`src/rtl/led_row_scan_ctrl.sv`:
```
// LED matrix row scan sequencer.
// For each row, the block runs these steps in order:
//   1. Request the pixel row from the frame source over a req/valid handshake.
//   2. Shift the red/green/blue bit-planes out serially, pixel 0 first.
//   3. Blank the panel and update the row address.
//   4. Latch the shifted data.
//   5. Display the row for a fixed time, then advance to the next row.
// All outputs are registered.
//
// Ports:
//   sys_clk, sys_rst_n  clock; asynchronous active-low reset (assert async, release sync)
//   enable              run the scan; only looked at when a row is finished or in idle
//   row_req             row data request; row_req_addr holds the row number while it is high
//   row_valid/row_data  row data {red, green, blue}, each NUM_COL_PIXELS bits wide;
//                       taken only while row_req is high
//   led_r/g/b, led_clk  serial pixel data and shift clock; the panel samples on the led_clk rise
//   led_lat, led_oe_n   one-cycle latch strobe; output enable (active low)
//   led_addr            row select for the panel
//   frame_start         one-cycle pulse with the first request for row 0
module led_row_scan_ctrl #(
   parameter int unsigned NUM_COL_PIXELS = 64,
   parameter int unsigned NUM_ROWS       = 16,
   parameter int unsigned ROW_ADDR_W     = 4,
   parameter int unsigned CLK_DIV        = 2,
   parameter int unsigned BLANK_CYCLES   = 4,
   parameter int unsigned DISPLAY_CYCLES = 256
) (
   input  logic                          sys_clk,
   input  logic                          sys_rst_n,
   input  logic                          enable,
   output logic                          row_req,
   output logic [ROW_ADDR_W-1:0]         row_req_addr,
   input  logic                          row_valid,
   input  logic [3*NUM_COL_PIXELS-1:0]   row_data,
   output logic                          led_r,
   output logic                          led_g,
   output logic                          led_b,
   output logic                          led_clk,
   output logic                          led_lat,
   output logic                          led_oe_n,
   output logic [ROW_ADDR_W-1:0]         led_addr,
   output logic                          frame_start
);

   localparam int unsigned N       = NUM_COL_PIXELS;
   localparam int unsigned MAX_AB  = (CLK_DIV > BLANK_CYCLES) ? CLK_DIV : BLANK_CYCLES;
   localparam int unsigned CNT_MAX = (MAX_AB > DISPLAY_CYCLES) ? MAX_AB : DISPLAY_CYCLES;
   localparam int unsigned CNT_W   = $clog2(CNT_MAX + 1);
   localparam int unsigned PIX_W   = $clog2(N + 1);

   localparam logic [CNT_W-1:0]      CNT_ONE   = CNT_W'(1);
   localparam logic [CNT_W-1:0]      HALF_LAST = CNT_W'(CLK_DIV - 1);
   localparam logic [CNT_W-1:0]      BLNK_LAST = CNT_W'(BLANK_CYCLES - 1);
   localparam logic [CNT_W-1:0]      DISP_LAST = CNT_W'(DISPLAY_CYCLES - 1);
   localparam logic [PIX_W-1:0]      PIX_ONE   = PIX_W'(1);
   localparam logic [PIX_W-1:0]      PIX_LAST  = PIX_W'(N - 1);
   localparam logic [ROW_ADDR_W-1:0] ROW_ONE   = ROW_ADDR_W'(1);
   localparam logic [ROW_ADDR_W-1:0] ROW_LAST  = ROW_ADDR_W'(NUM_ROWS - 1);

   typedef enum logic [2:0] {
      StIdle,
      StReq,
      StShift,
      StBlank,
      StLatch,
      StDisplay
   } state_e;

   // Reset release is synchronised locally; assertion still clears every flop at once.
   logic [1:0] rst_sync_q;
   logic       rst_n;

   always_ff @(posedge sys_clk or negedge sys_rst_n) begin
      if (!sys_rst_n) begin
         rst_sync_q <= 2'b00;
      end else begin
         rst_sync_q <= {rst_sync_q[0], 1'b1};
      end
   end

   assign rst_n = rst_sync_q[1];

   state_e                state_q;
   logic [ROW_ADDR_W-1:0] row_idx_q;
   logic [ROW_ADDR_W-1:0] row_next;
   logic [CNT_W-1:0]      cnt_q;
   logic [PIX_W-1:0]      pix_q;
   logic [N-1:0]          sr_r_q;
   logic [N-1:0]          sr_g_q;
   logic [N-1:0]          sr_b_q;

   assign row_next = (row_idx_q == ROW_LAST) ? '0 : row_idx_q + ROW_ONE;

   always_ff @(posedge sys_clk or negedge rst_n) begin
      if (!rst_n) begin
         state_q      <= StIdle;
         row_idx_q    <= '0;
         cnt_q        <= '0;
         pix_q        <= '0;
         sr_r_q       <= '0;
         sr_g_q       <= '0;
         sr_b_q       <= '0;
         row_req      <= 1'b0;
         row_req_addr <= '0;
         led_r        <= 1'b0;
         led_g        <= 1'b0;
         led_b        <= 1'b0;
         led_clk      <= 1'b0;
         led_lat      <= 1'b0;
         led_oe_n     <= 1'b1;
         led_addr     <= '0;
         frame_start  <= 1'b0;
      end else begin
         frame_start <= 1'b0;
         led_lat     <= 1'b0;
         case (state_q)
            StIdle: begin
               if (enable) begin
                  state_q      <= StReq;
                  row_req      <= 1'b1;
                  row_req_addr <= row_idx_q;
                  frame_start  <= (row_idx_q == '0);
               end
            end
            StReq: begin
               if (row_valid) begin
                  state_q <= StShift;
                  row_req <= 1'b0;
                  sr_r_q  <= row_data[3*N-1:2*N];
                  sr_g_q  <= row_data[2*N-1:N];
                  sr_b_q  <= row_data[N-1:0];
                  // Pixel 0 goes out right away so it is held for its whole period.
                  led_r   <= row_data[2*N];
                  led_g   <= row_data[N];
                  led_b   <= row_data[0];
                  led_clk <= 1'b0;
                  cnt_q   <= '0;
                  pix_q   <= '0;
               end
            end
            StShift: begin
               if (cnt_q == HALF_LAST) begin
                  cnt_q <= '0;
                  if (!led_clk) begin
                     led_clk <= 1'b1;
                  end else begin
                     led_clk <= 1'b0;
                     if (pix_q == PIX_LAST) begin
                        state_q  <= StBlank;
                        led_r    <= 1'b0;
                        led_g    <= 1'b0;
                        led_b    <= 1'b0;
                        led_addr <= row_idx_q;
                     end else begin
                        // sr[0] holds the pixel on the pins; sr[1] is the next one.
                        pix_q  <= pix_q + PIX_ONE;
                        led_r  <= sr_r_q[1];
                        led_g  <= sr_g_q[1];
                        led_b  <= sr_b_q[1];
                        sr_r_q <= sr_r_q >> 1;
                        sr_g_q <= sr_g_q >> 1;
                        sr_b_q <= sr_b_q >> 1;
                     end
                  end
               end else begin
                  cnt_q <= cnt_q + CNT_ONE;
               end
            end
            StBlank: begin
               if (cnt_q == BLNK_LAST) begin
                  state_q <= StLatch;
                  led_lat <= 1'b1;
                  cnt_q   <= '0;
               end else begin
                  cnt_q <= cnt_q + CNT_ONE;
               end
            end
            StLatch: begin
               state_q  <= StDisplay;
               led_oe_n <= 1'b0;
               cnt_q    <= '0;
            end
            StDisplay: begin
               if (cnt_q == DISP_LAST) begin
                  cnt_q     <= '0;
                  led_oe_n  <= 1'b1;
                  row_idx_q <= row_next;
                  if (enable) begin
                     state_q      <= StReq;
                     row_req      <= 1'b1;
                     row_req_addr <= row_next;
                     frame_start  <= (row_next == '0);
                  end else begin
                     state_q <= StIdle;
                  end
               end else begin
                  cnt_q <= cnt_q + CNT_ONE;
               end
            end
            default: begin
               state_q <= StIdle;
            end
         endcase
      end
   end

endmodule

```
`config.mk`:
```
export PLATFORM = sky130hd
export DESIGN_NAME = led_row_scan_ctrl
export DESIGN_NICKNAME = d
export VERILOG_FILES = /design/src/rtl/led_row_scan_ctrl.sv
export SDC_FILE = /design/constraint.sdc
export NUM_CORES = 1
export LEC_CHECK = 0
export ABC_AREA = 1
export CORE_MARGIN = 2
export CORE_UTILIZATION = 36
export CTS_CLUSTER_DIAMETER = 40
export DETAILED_ROUTE_END_ITERATION = 7
export GPL_TIMING_DRIVEN = 0
export SLEW_MARGIN = 15
export SYNTH_ARGS = -nofsm -noshare
export SYNTH_HDL_FRONTEND = slang
export SYNTH_SLANG_ARGS = --single-unit
```
`constraint.sdc`:
```
create_clock -name sys_clk -period 8.3 [get_ports sys_clk]
set_input_delay 1.66 -clock sys_clk [delete_from_list [all_inputs] [get_ports sys_clk]]
set_output_delay 1.66 -clock sys_clk [all_outputs]
set_load 0.02 [all_outputs]
```
After elaboration in Yosys (flattened, before gate mapping)
Cells that the tools add are included.
Operators by class
  add/subtract/negate cells: 3
  muxes and demuxes: 69
  equality and inequality tests: 19
  reduce and logical (&&, ||, !) cells: 18
Operators with widths (number)
  $mux 64: 12
  $pmux 64 s2: 3
  $pmux 9 s5: 1
  $mux 9: 4
  $mux 7: 4
  $mux 1: 24
  $mux 3: 7
  $ne 2x2->1 const B: 9
  $pmux 3 s6: 1
  $mux 4: 4
  $pmux 7 s2: 1
  $pmux 1 s2: 6
  $reduce_and 4->1: 3
  $add 9x1->9 const B: 1
  $eq 9x1->1 const B: 1
  $eq 9x2->1 const B: 1
  $eq 9x8->1 const B: 1
  $logic_not 4->1: 2
  $pmux 4 s2: 1
  $add 7x1->7 const B: 1
  $eq 7x6->1 const B: 1
  $reduce_and 7->1: 1
  $eq 3x2->1 const B: 2
  $eq 3x3->1 const B: 2
  11 further kinds: 16
Word-level totals
  input port bits: 196
  output and inout bits: 16
  register bits: 233
  logic and storage cells: 127

Depth between registers and ports, before layout
Gate-level depths: netlist (run 1).
  depth in word-level cells: 6
  depth in mapped cells: 13
  gate-level depth less buffers: 13

Worst setup path after synthesis (run 1)
No wires, ideal clock.
  path kind: in2reg
  from: in row_valid
  to: reg pix_q[4]
  stages on the path: 9
  arrival time: 2.626 ns
  slack: 5.557 ns
  library setup time: 0.117 ns
  required time: 8.183 ns
  buffers on the path: 2
  cells stage by stage: inv_1 > nand4_1 > nand3_2 > nor2_4 > nand2_2 > buf_4 > buf_2 > nand2_1 > nand2_1
On the way
  word-level cells in the longest chain between the ends: 2
RTL lines
  from (decl): RTL line 33  | input logic row_valid,
  $ne 2x2->1 (no source line)
  $reduce_and 5->1 (no source line)
  to (signal assigned): RTL line 156  | pix_q <= pix_q + PIX_ONE;
  to (decl): RTL line 87  | logic [PIX_W-1:0] pix_q;
No other way between the ends.
A chain may end at the register's enable or synchronous reset.

Final worst setup path (run 1)
  from: in row_valid
  to: reg sr_b_q[4]
On the way
  word-level cells in the longest chain between the ends: 2
RTL lines
  $ne 2x2->1 (no source line)
  $reduce_and 5->1 (no source line)
  to (signal assigned): RTL line 131  | sr_b_q <= row_data[N-1:0];
  to (signal assigned): RTL line 162  | sr_b_q <= sr_b_q >> 1;
  to (decl): RTL line 90  | logic [N-1:0] sr_b_q;
No other way between the ends.

==> results.md, run 1 <==
- Crit-path max FO: 10
- 1st-iter DRT viols: 765
- CP peak stage delay: 0.58 ns
- Antenna viol nets, final: 0
- Hold_sp: rst_sync_q[0]
- Layout Utilization: 0.4974
- Synthesis-stage register bit count: 230
- Mean routed wirelength per cell: 13.72 um
- Share of layout cells above drive strength 1: 0.07357
- TritonCTS buffer count: 42
- Post-DP HPWL: 24,070 um
- Cell family with most CP delay: buffers and inverters
- Yosys cell types: 29
- GRT Overall Usage: 0.1956
- I/O Buffers: 211
- Syn avg cell area: 6.871 sq um
- Global route overflow: 0
- Postcts setup bufs: 0
- R2r endpoint: row_req_addr[3]
- Worst Hold End: rst_sync_q[1]
- Final GP Congestion: 0.8159
- Hold WC Path Type: reg -> reg
- Clock sink count: 230
- Std cell rows: 66
- Outcome: finished clean
- Worst EP arrival: 3.76 ns
- Most used cell, CP: nand2_1
- Worst r2r src: cnt_q[0]
- Kind of critical path: in -> reg
- Largest net degree at the start of global routing: 56
- Die ar.: 34,800 sq um
- Chip height: 186.5 um
- DRC viols: 0
- Maximum VDD drop: 0.0001514 V
- CP Data Required Time: 8.70 ns
- Clock skew: 0.01767 ns
- Critical path origin: row_valid
- Ranking of synthesized cells by area: dfrtp_1 48%, nand2_1 33%, nand3_1 9.0%, buf_2 2.3%, clkbuf_1 1.3%
- Crit. End Element: flop
- Cts hold-fix bufs: 0
- H-tree depth: 2
- Period utilization: 0.4056
- Final hold vios: 0
- Final total power: 6.365 mW
- Die width: 186.5 um
- Hold Worst Slack: 0.3520 ns
- Reg2reg path depth: 11
- Vias: 11,669
- Area Growth Syn to Fin: 35.59%
- List of most frequent post-synthesis cells: 1,057 x nand2_1, 229 x dfrtp_1, 216 x nand3_1
- Final nets: 2,209
- CP startpoint kind: input port
- Vias in the first global route: 11,326
- Achievable Freq: 297.0 MHz
- DP Cell Count: 2,403
- Non-filler cells, final: 2,482
- Top FF cell, synth: dfrtp_1
- Initial antenna violation count: 1
- PD cells: 391.3 nW/um^2
- Clock-pin slew on the worst setup and hold paths: 0.05 ns
- Clk Tree Root Cell: clkbuf_16
- Core Region: 32,700 sq um
- Slowest-stage cell, CP: clkdlybuf4s50_1
- Final setup fails: 0
- Yosys top cell area share: 0.4777
- Post-layout min period: 3.367 ns
- Cell with the most instances after synthesis: nand2_1
- CTS tree: built
- Slew @ Worst Pin: 0.8845 ns
- Ys async rst share: 1.000
- Syn Inst Count: 1,746
- IO Count: 212
- Initial core utilization: 0.3669
- RSZ-0062 raised after global routing: false
- Clk_lat worst skew: 0.52 ns
- Cell chain of the critical path: clkdlybuf4s50_1 > inv_1 > nand4_1 > nand3_2 > nor2_4 > nand2_2 > buf_4 > buf_2 > nand2_1 > nand2_1
- Max Buffers Root-to-Sink: 3
- Sequential fraction of the synthesis area: 0.4799
- Post-Syn Area: 12,000 sq um
- Syn_nets: 1,950
- Post-synth top area cell: dfrtp_1
- Post-Route WL: 34,050 um
- CTS resizes: 0
- Max_slew headroom: 0.4103
- Number of synthesized flops with an enable pin: 0
- Leakage power: 8.700 nW
- Reg2reg setup slack: 5.64 ns
- Drt first pass iters: 5
- Bufs and invs on worst path: 4
- Max cap viols: 0
- First-pass GRT wire length: 56,490 um
- Vias per inst: 4.701
- Warnings, synthesis: 0
- Worst Hold Path Cells: 0
- Pins Over Slew Limit: 0
[final cells by class]
type / count / area (sq um)
well taps: 442 / 553.0
repair buffers: 215 / 2215
fillers: 3297 / 16440
plain buffers: 108 / 493.0
flip-flops and latches: 230 / 5761
clock inverters: 28 / 320.3
multi-input cells: 1367 / 5593
clock buffers: 50 / 1175
inverters: 41 / 153.9
diodes: 1 / 2.502
[worst max-delay path by stage]
stage | endpoint | cells past startpoint | slack [ns]
floorplan | cnt_q[0] | 0 | 1.42
global placement | row_req_addr[0] | 0 | -1.77
detailed placement | sr_g_q[3] | 10 | 4.43
CTS | sr_g_q[6] | 10 | 4.95
global route | sr_b_q[24] | 10 | 4.80
finish | sr_b_q[4] | 10 | 4.93
[cell usage in the layout, fill, tap and decap left out, types with 11 or more instances in the layout]
cell type and count:
nand2_1 1057, clkdlybuf4s50_1 211, buf_2 55, nor2_1 33, nand3_1 216, clkbuf_1 43, o21ai_0 19, nand4_1 11
dfrtp_1 228, clkbuf_16 45, inv_1 37
[registers in the layout (all words and copies together) (netlist names), 2 cells and up]
name and flops:
sr_r_q 63, sr_b_q 63, sr_g_q 63, rst_sync_q 2, pix_q 7, row_idx_q 4, state_q 3, row_req_addr 4
cnt_q 9, led_addr 4
[metal layers]
metal,share of wire,track usage,vias up
li1,-,-,5959
met1,0.47,0.2705,5345
met2,0.46,0.3142,302
met3,0.049,0.02896,63
met4,0.028,0.06777,0
met5,0,0,-
[where the power goes]
group          total, mW  switching [mW]  internal [mW]
Sequential          1.81           0.236           1.57
Clock               1.80           0.618           1.18
Combinational       2.76            1.83          0.929
Total               6.37            2.68           3.68
[cell families (layout without fill, tap and decap cells)]
| family | Yosys count | after routing | synth area share |
|---|---|---|---|
| and+or+nand+nor | 1329 | 1329 | 0.4434 |
| DFF | 230 | 230 | 0.4799 |
| buffers and inverters | 149 | 442 | 0.05392 |
| AOI/OAI and AO/OA | 25 | 25 | 0.01126 |
| adders and majority gates | 8 | 8 | 0.008344 |
| xor gates and xnor gates | 4 | 4 | 0.002921 |
| other | 1 | 2 | 0.0003126 |
[metrics by stage]
step	instance area (sq um)	TNS, ns	setup slack [ns]
global placement	14660	-396.46	-1.769
detailed placement	14770	0	4.425
floorplan	12000	0	1.418
finish	16270	0	4.933
CTS	16260	0	4.949
global route	16260	0	4.801
Power figures use the tool's default switching activity.
==> run 2: changes to the inputs <==
==> constraint.sdc (replaced) <==
create_clock -name sys_clk -period 3.1 [get_ports sys_clk]
set_input_delay 0.62 -clock sys_clk [delete_from_list [all_inputs] [get_ports sys_clk]]
set_output_delay 0.62 -clock sys_clk [all_outputs]
set_load 0.02 [all_outputs]
==> run 2 against run 1 <==
Combinational power rose to 2.7 times the previous value. Non-clock buffer count up 1. Wire length up 0.84%. Critical endpoint is now row_req_addr[3]. Critical path depth up 1. Sequential cell count unchanged. Register-to-register slack worse by 5.2 ns. Clock power rose to 2.8 times the previous value. Largest cell class unchanged. Design area up 0.43%.
==> results.md, run 2 (synthesis results as in run 1) <==
- Cts hold-fix bufs: 0
- Chip height: 186.5 um
- Clock skew: 0.02431 ns
- Final setup fails: 0
- Clk Tree Root Cell: clkbuf_16
- Worst EP arrival: 3.03 ns
- Final GP Congestion: 0.8100
- Post-layout min period: 2.623 ns
- CP startpoint kind: flop
- RSZ-0062 raised after global routing: false
- I/O Buffers: 211
- Layout fillers: 3,271
- DRC viols: 0
- Max cap viols: 0
- CTS resizes: 0
- Std cell rows: 66
- Reg area: 5761 sq um
- Slowest-stage cell, CP: nor3_1
- Area Growth Syn to Fin: 36.17%
- Crit. End Element: flop
- Vias in the first global route: 11,278
- Clock sink count: 230
- Die width: 186.5 um
- Hold WC Path Type: reg -> async
- H-tree depth: 2
- Vias: 11,741
- Max_slew headroom: 0.4217
- Vias per inst: 4.725
- Most used cell, CP: nor2_1
- GRT Overall Usage: 0.1983
- Fin worst setup slack: 0.4772 ns
- PD cells: 1054 nW/um^2
- Commonest non-fill, non-tap cell in the layout: nand2_1
- Outcome: finished clean
- CTS tree: built
- Clk_lat worst skew: 0.53 ns
- Achievable Freq: 381.3 MHz
- Period utilization: 0.8461
- First-pass GRT wire length: 57,260 um
- Hold Worst Slack: 0.2345 ns
- Final total power: 17.21 mW
- Slew @ Worst Pin: 0.8674 ns
- Postcts setup bufs: 0
- Largest regs: sr_b_q x63, sr_g_q x63, sr_r_q x63
- Multi-input logic area: 5593 sq um
- Kind of critical path: reg -> reg
- CP peak stage delay: 0.62 ns
- 1st-iter DRT viols: 797
- IO Count: 212
- Core Region: 32,700 sq um
- Mean routed wirelength per cell: 13.82 um
- Global route overflow: 0
- Clock-pin slew on the worst setup and hold paths: 0.05 ns
- Largest net degree at the start of global routing: 56
- CP Data Required Time: 3.51 ns
- Initial core utilization: 0.3669
- TritonCTS buffer count: 44
- Maximum VDD drop: 0.0004277 V
- Pins Over Slew Limit: 0
- Cell chain of the critical path: ha_1 > nand3_1 > nor2_1 > nand3_1 > nor2_1 > ha_1 > nor2_1 > nor3_1 > inv_1 > nand2_1 > nand2_1
- Crit-path max FO: 6
- Final hold vios: 0
- Post-DP HPWL: 24,330 um
- Antenna viol nets, final: 0
- Max Buffers Root-to-Sink: 3
- Drt first pass iters: 5
- Post-Route WL: 34,330 um
- Final nets: 2,212
- Worst-case setup slack after placement: 0.2274 ns
- Leakage power: 8.730 nW
- Share of layout cells above drive strength 1: 0.07444
- Initial antenna violation count: 1
- Die ar.: 34,800 sq um
- Most frequent cells in the layout: 1,057 x nand2_1, 228 x dfrtp_1, 216 x nand3_1
[run 2: changes by cell type in the layout (fill, tap and decap cells not counted)]
cell	delta
clkinvlp_4	-1
buf_12	+1
clkinv_4	+3
bufinv_16	+1
clkinv_2	-4
inv_6	+2
clkbuf_1	+1
[run 2: worst max-delay path: cells and delay by family (launching register included)]
family,cells,cell delay [ns]
adder cells (fa/ha/maj),2,0.45
buffers and inverters,1,0.20
flip-flops,1,0.40
AND/OR/NAND/NOR,8,1.46
[run 2: per-layer routing]
layer | part of all wire | up-vias | global-route usage
met5 | 0 | - | 0
met4 | 0.026 | 0 | 0.06288
met3 | 0.049 | 61 | 0.03423
met2 | 0.46 | 317 | 0.3154
met1 | 0.47 | 5399 | 0.2761
li1 | - | 5964 | -
[run 2: area by class of cell]
type,instances,share of cell area
clock inverters,29,0.02244
diodes,1,0.0001532
clock buffers,51,0.07215
well taps,442,0.03385
repair buffers,216,0.1368
flip-flops and latches,230,0.3526
multi-input cells,1367,0.3424
plain buffers,108,0.03018
inverters,41,0.009421
[run 2: power breakdown]
part           switching, mW  leakage (nW)  internal, mW  total [mW]
registers              0.615          2.95          4.22        4.83
clock network           1.69         0.737          3.26        4.95
logic                   4.94          5.04          2.49        7.43
[run 2: metrics by stage]
stage / utilization / area [sq um] / cells / TNS [ns]
final: 0.4995 / 16340 / 2485 / 0
after global routing: 0.4995 / 16330 / 2484 / 0
after CTS: 0.4995 / 16330 / 2484 / 0
after detailed placement: 0.4522 / 14790 / 2404 / 0
after global placement: 0.4485 / 14670 / 2399 / -61.89
after floorplan: - / 12000 / 1746 / 0
[run 2: path summary, 6_finish.rpt]
kind / depth (start not counted) / slack [ns] / startpoint / endpoint
setup / recovery: 11 / 0.48 / cnt_q[0] / row_req_addr[3]
hold / removal: 0 / 0.23 / rst_sync_q[1] / sr_b_q[23]
setup reg to reg: 11 / 0.48 / cnt_q[0] / row_req_addr[3]
hold reg to reg: 0 / 0.23 / rst_sync_q[1] / sr_b_q[23]
max in group asynchronous: 3 / 1.71 / rst_sync_q[1] / led_oe_n
min in group sys_clk: 0 / 0.35 / rst_sync_q[0] / rst_sync_q[1]
==> run 3: changes to the inputs <==
==> constraint.sdc (replaced) <==
create_clock -name sys_clk -period 2.39 [get_ports sys_clk]
set_input_delay 0.478 -clock sys_clk [delete_from_list [all_inputs] [get_ports sys_clk]]
set_output_delay 0.478 -clock sys_clk [all_outputs]
set_load 0.02 [all_outputs]
==> run 3 against run 2 <==
Final cell count up 0.28%. Global-route usage about the same. Largest power group unchanged. Count of clock-buffer cells in the layout unchanged. Sequential power up 30%. Via count up 0.66%.
==> results.md, run 3 (synthesis results as in run 1) <==
- Outcome: finished clean
- Area Growth Syn to Fin: 36.98%
- Final setup fails: 0
- GRT Overall Usage: 0.1983
- Fin worst setup slack: 0.1374 ns
- Crit-path max FO: 10
- Chip height: 186.5 um
- Die width: 186.5 um
- Clock sink count: 230
- IO Count: 212
- Final GP Congestion: 0.8100
- Worst-case setup slack after placement: -0.3406 ns
- Std cell rows: 66
- Vias per inst: 4.742
- CP startpoint kind: flop
- Non-filler cells, final: 2,492
- Max_slew headroom: 0.6156
- 1st-iter DRT viols: 759
- Period utilization: 0.9425
- Reg2reg path depth: 10
- Most frequent cells in the layout: 1,057 x nand2_1, 228 x dfrtp_1, 215 x nand3_1
- Global route overflow: 0
- Initial antenna violation count: 1
- Die ar.: 34,800 sq um
- Drt first pass iters: 6
- Vias: 11,818
- Reg2reg setup slack: 0.14 ns
- Mean routed wirelength per cell: 13.80 um
- Post-DP Area: 14,790 sq um
- Leakage power: 8.785 nW
- DP Cell Count: 2,404
- Antenna viol nets, final: 0
- Max cap viols: 0
- Share of layout cells above drive strength 1: 0.08297
- Initial core utilization: 0.3669
- PD cells: 1364 nW/um^2
- Largest net degree at the start of global routing: 56
- Crit. End Element: flop
- DRC viols: 0
- Clk_lat worst skew: 0.52 ns
- TritonCTS buffer count: 44
- Cts hold-fix bufs: 0
- Max Buffers Root-to-Sink: 3
- CTS tree: built
- Final instance area: 16,430 sq um
- Clock-pin slew on the worst setup and hold paths: 0.05 ns
- CP Data Required Time: 2.83 ns
- First-pass GRT wire length: 57,280 um
- Pins Over Slew Limit: 0
- Core Region: 32,700 sq um
- Commonest non-fill, non-tap cell in the layout: nand2_1
- Largest regs: sr_b_q x63, sr_g_q x63, sr_r_q x63
- Clock skew: 0.02413 ns
- Post-DP HPWL: 24,330 um
- Layout fillers: 3,274
- I/O Buffers: 211
- R2r endpoint: sr_b_q[8]
- Worst r2r src: state_q[1]
- Maximum VDD drop: 0.0005496 V
- Achievable Freq: 443.9 MHz
- Hold WC Path Type: in -> async
- Post-layout min period: 2.253 ns
- Worst EP arrival: 2.70 ns
- Hold Worst Slack: 0.1303 ns
- Clk Tree Root Cell: clkbuf_16
- Final setup TNS: 0 ns
- Final nets: 2,219
- Slew @ Worst Pin: 0.5765 ns
- Post-Route WL: 34,400 um
- Vias in the first global route: 11,301
- Final hold vios: 0
- H-tree depth: 2
- Kind of critical path: reg -> reg
-- run 3: layout make-up --
type,count,area [sq um],area share
clock inverters,29,366.6,0.02231
inverters,41,153.9,0.009365
repair buffers,224,2295,0.1396
multi-input cells,1367,5624,0.3422
flip-flops and latches,230,5761,0.3505
well taps,442,553.0,0.03365
clock buffers,51,1179,0.07172
plain buffers,107,499.2,0.03038
diodes,1,2.502,0.0001523
-- run 3: timing repair --
item | 4_1_cts | 5_1_grt
pin swaps | 1 | 2
setup buffers | 3 | 5
hold endpoints to repair | 0 | 0
gates cloned | 0 | 0
gates resized for setup | 3 | 13
endpoints found under the setup margin | 155 | 108
-- run 3: routing by layer --
metal	up-vias	wire (um)	global-route usage
met3	62	1746	0.03442
met4	0	926	0.06410
met5	-	0	0
met2	313	15740	0.3147
met1	5461	15990	0.2760
li1	5982	-	-
-- run 3: metrics by stage --
stage	total power, mW	util
floorplan	13.10	-
global placement	15.79	0.4485
detailed placement	16.01	0.4522
CTS	22.63	0.5004
global route	24.44	0.5024
finish	22.41	0.5025
-- run 3: worst max path at each step --
stage	start	endpoint	slack, ns	cells past startpoint
6_report	state_q[1]	sr_b_q[8]	0.14	10
5_1_grt	state_q[1]	sr_b_q[3]	-0.007	12
4_1_cts	cnt_q[0]	row_req_addr[3]	0.001	11
3_5_place_dp	row_valid	sr_b_q[3]	-0.34	10
3_3_place_gp	rst_sync_q[1]	row_req_addr[0]	-1.00	0
2_1_floorplan	rst_sync_q[1]	cnt_q[0]	0.07	0
-- run 3: power by group --
| part | internal, mW | switching [mW] | leakage (nW) | total, mW |
|---|---|---|---|---|
| Combinational | 3.29 | 6.42 | 5.10 | 9.71 |
| Sequential | 5.47 | 0.812 | 2.95 | 6.28 |
| Clock | 4.23 | 2.19 | 0.737 | 6.42 |
| Total | 13.0 | 9.42 | 8.78 | 22.4 |
-- run 3: critical path, stage by stage, from the launching register on --
cell	delay [ns]
dfrtp_1	0.42
inv_2	0.08
nor2_2	0.13
nand2_2	0.24
inv_2	0.17
buf_2	0.30
clkbuf_1	0.46
nand2_1	0.13
nand2_1	0.08
nand3_1	0.07
nand2_1	0.09
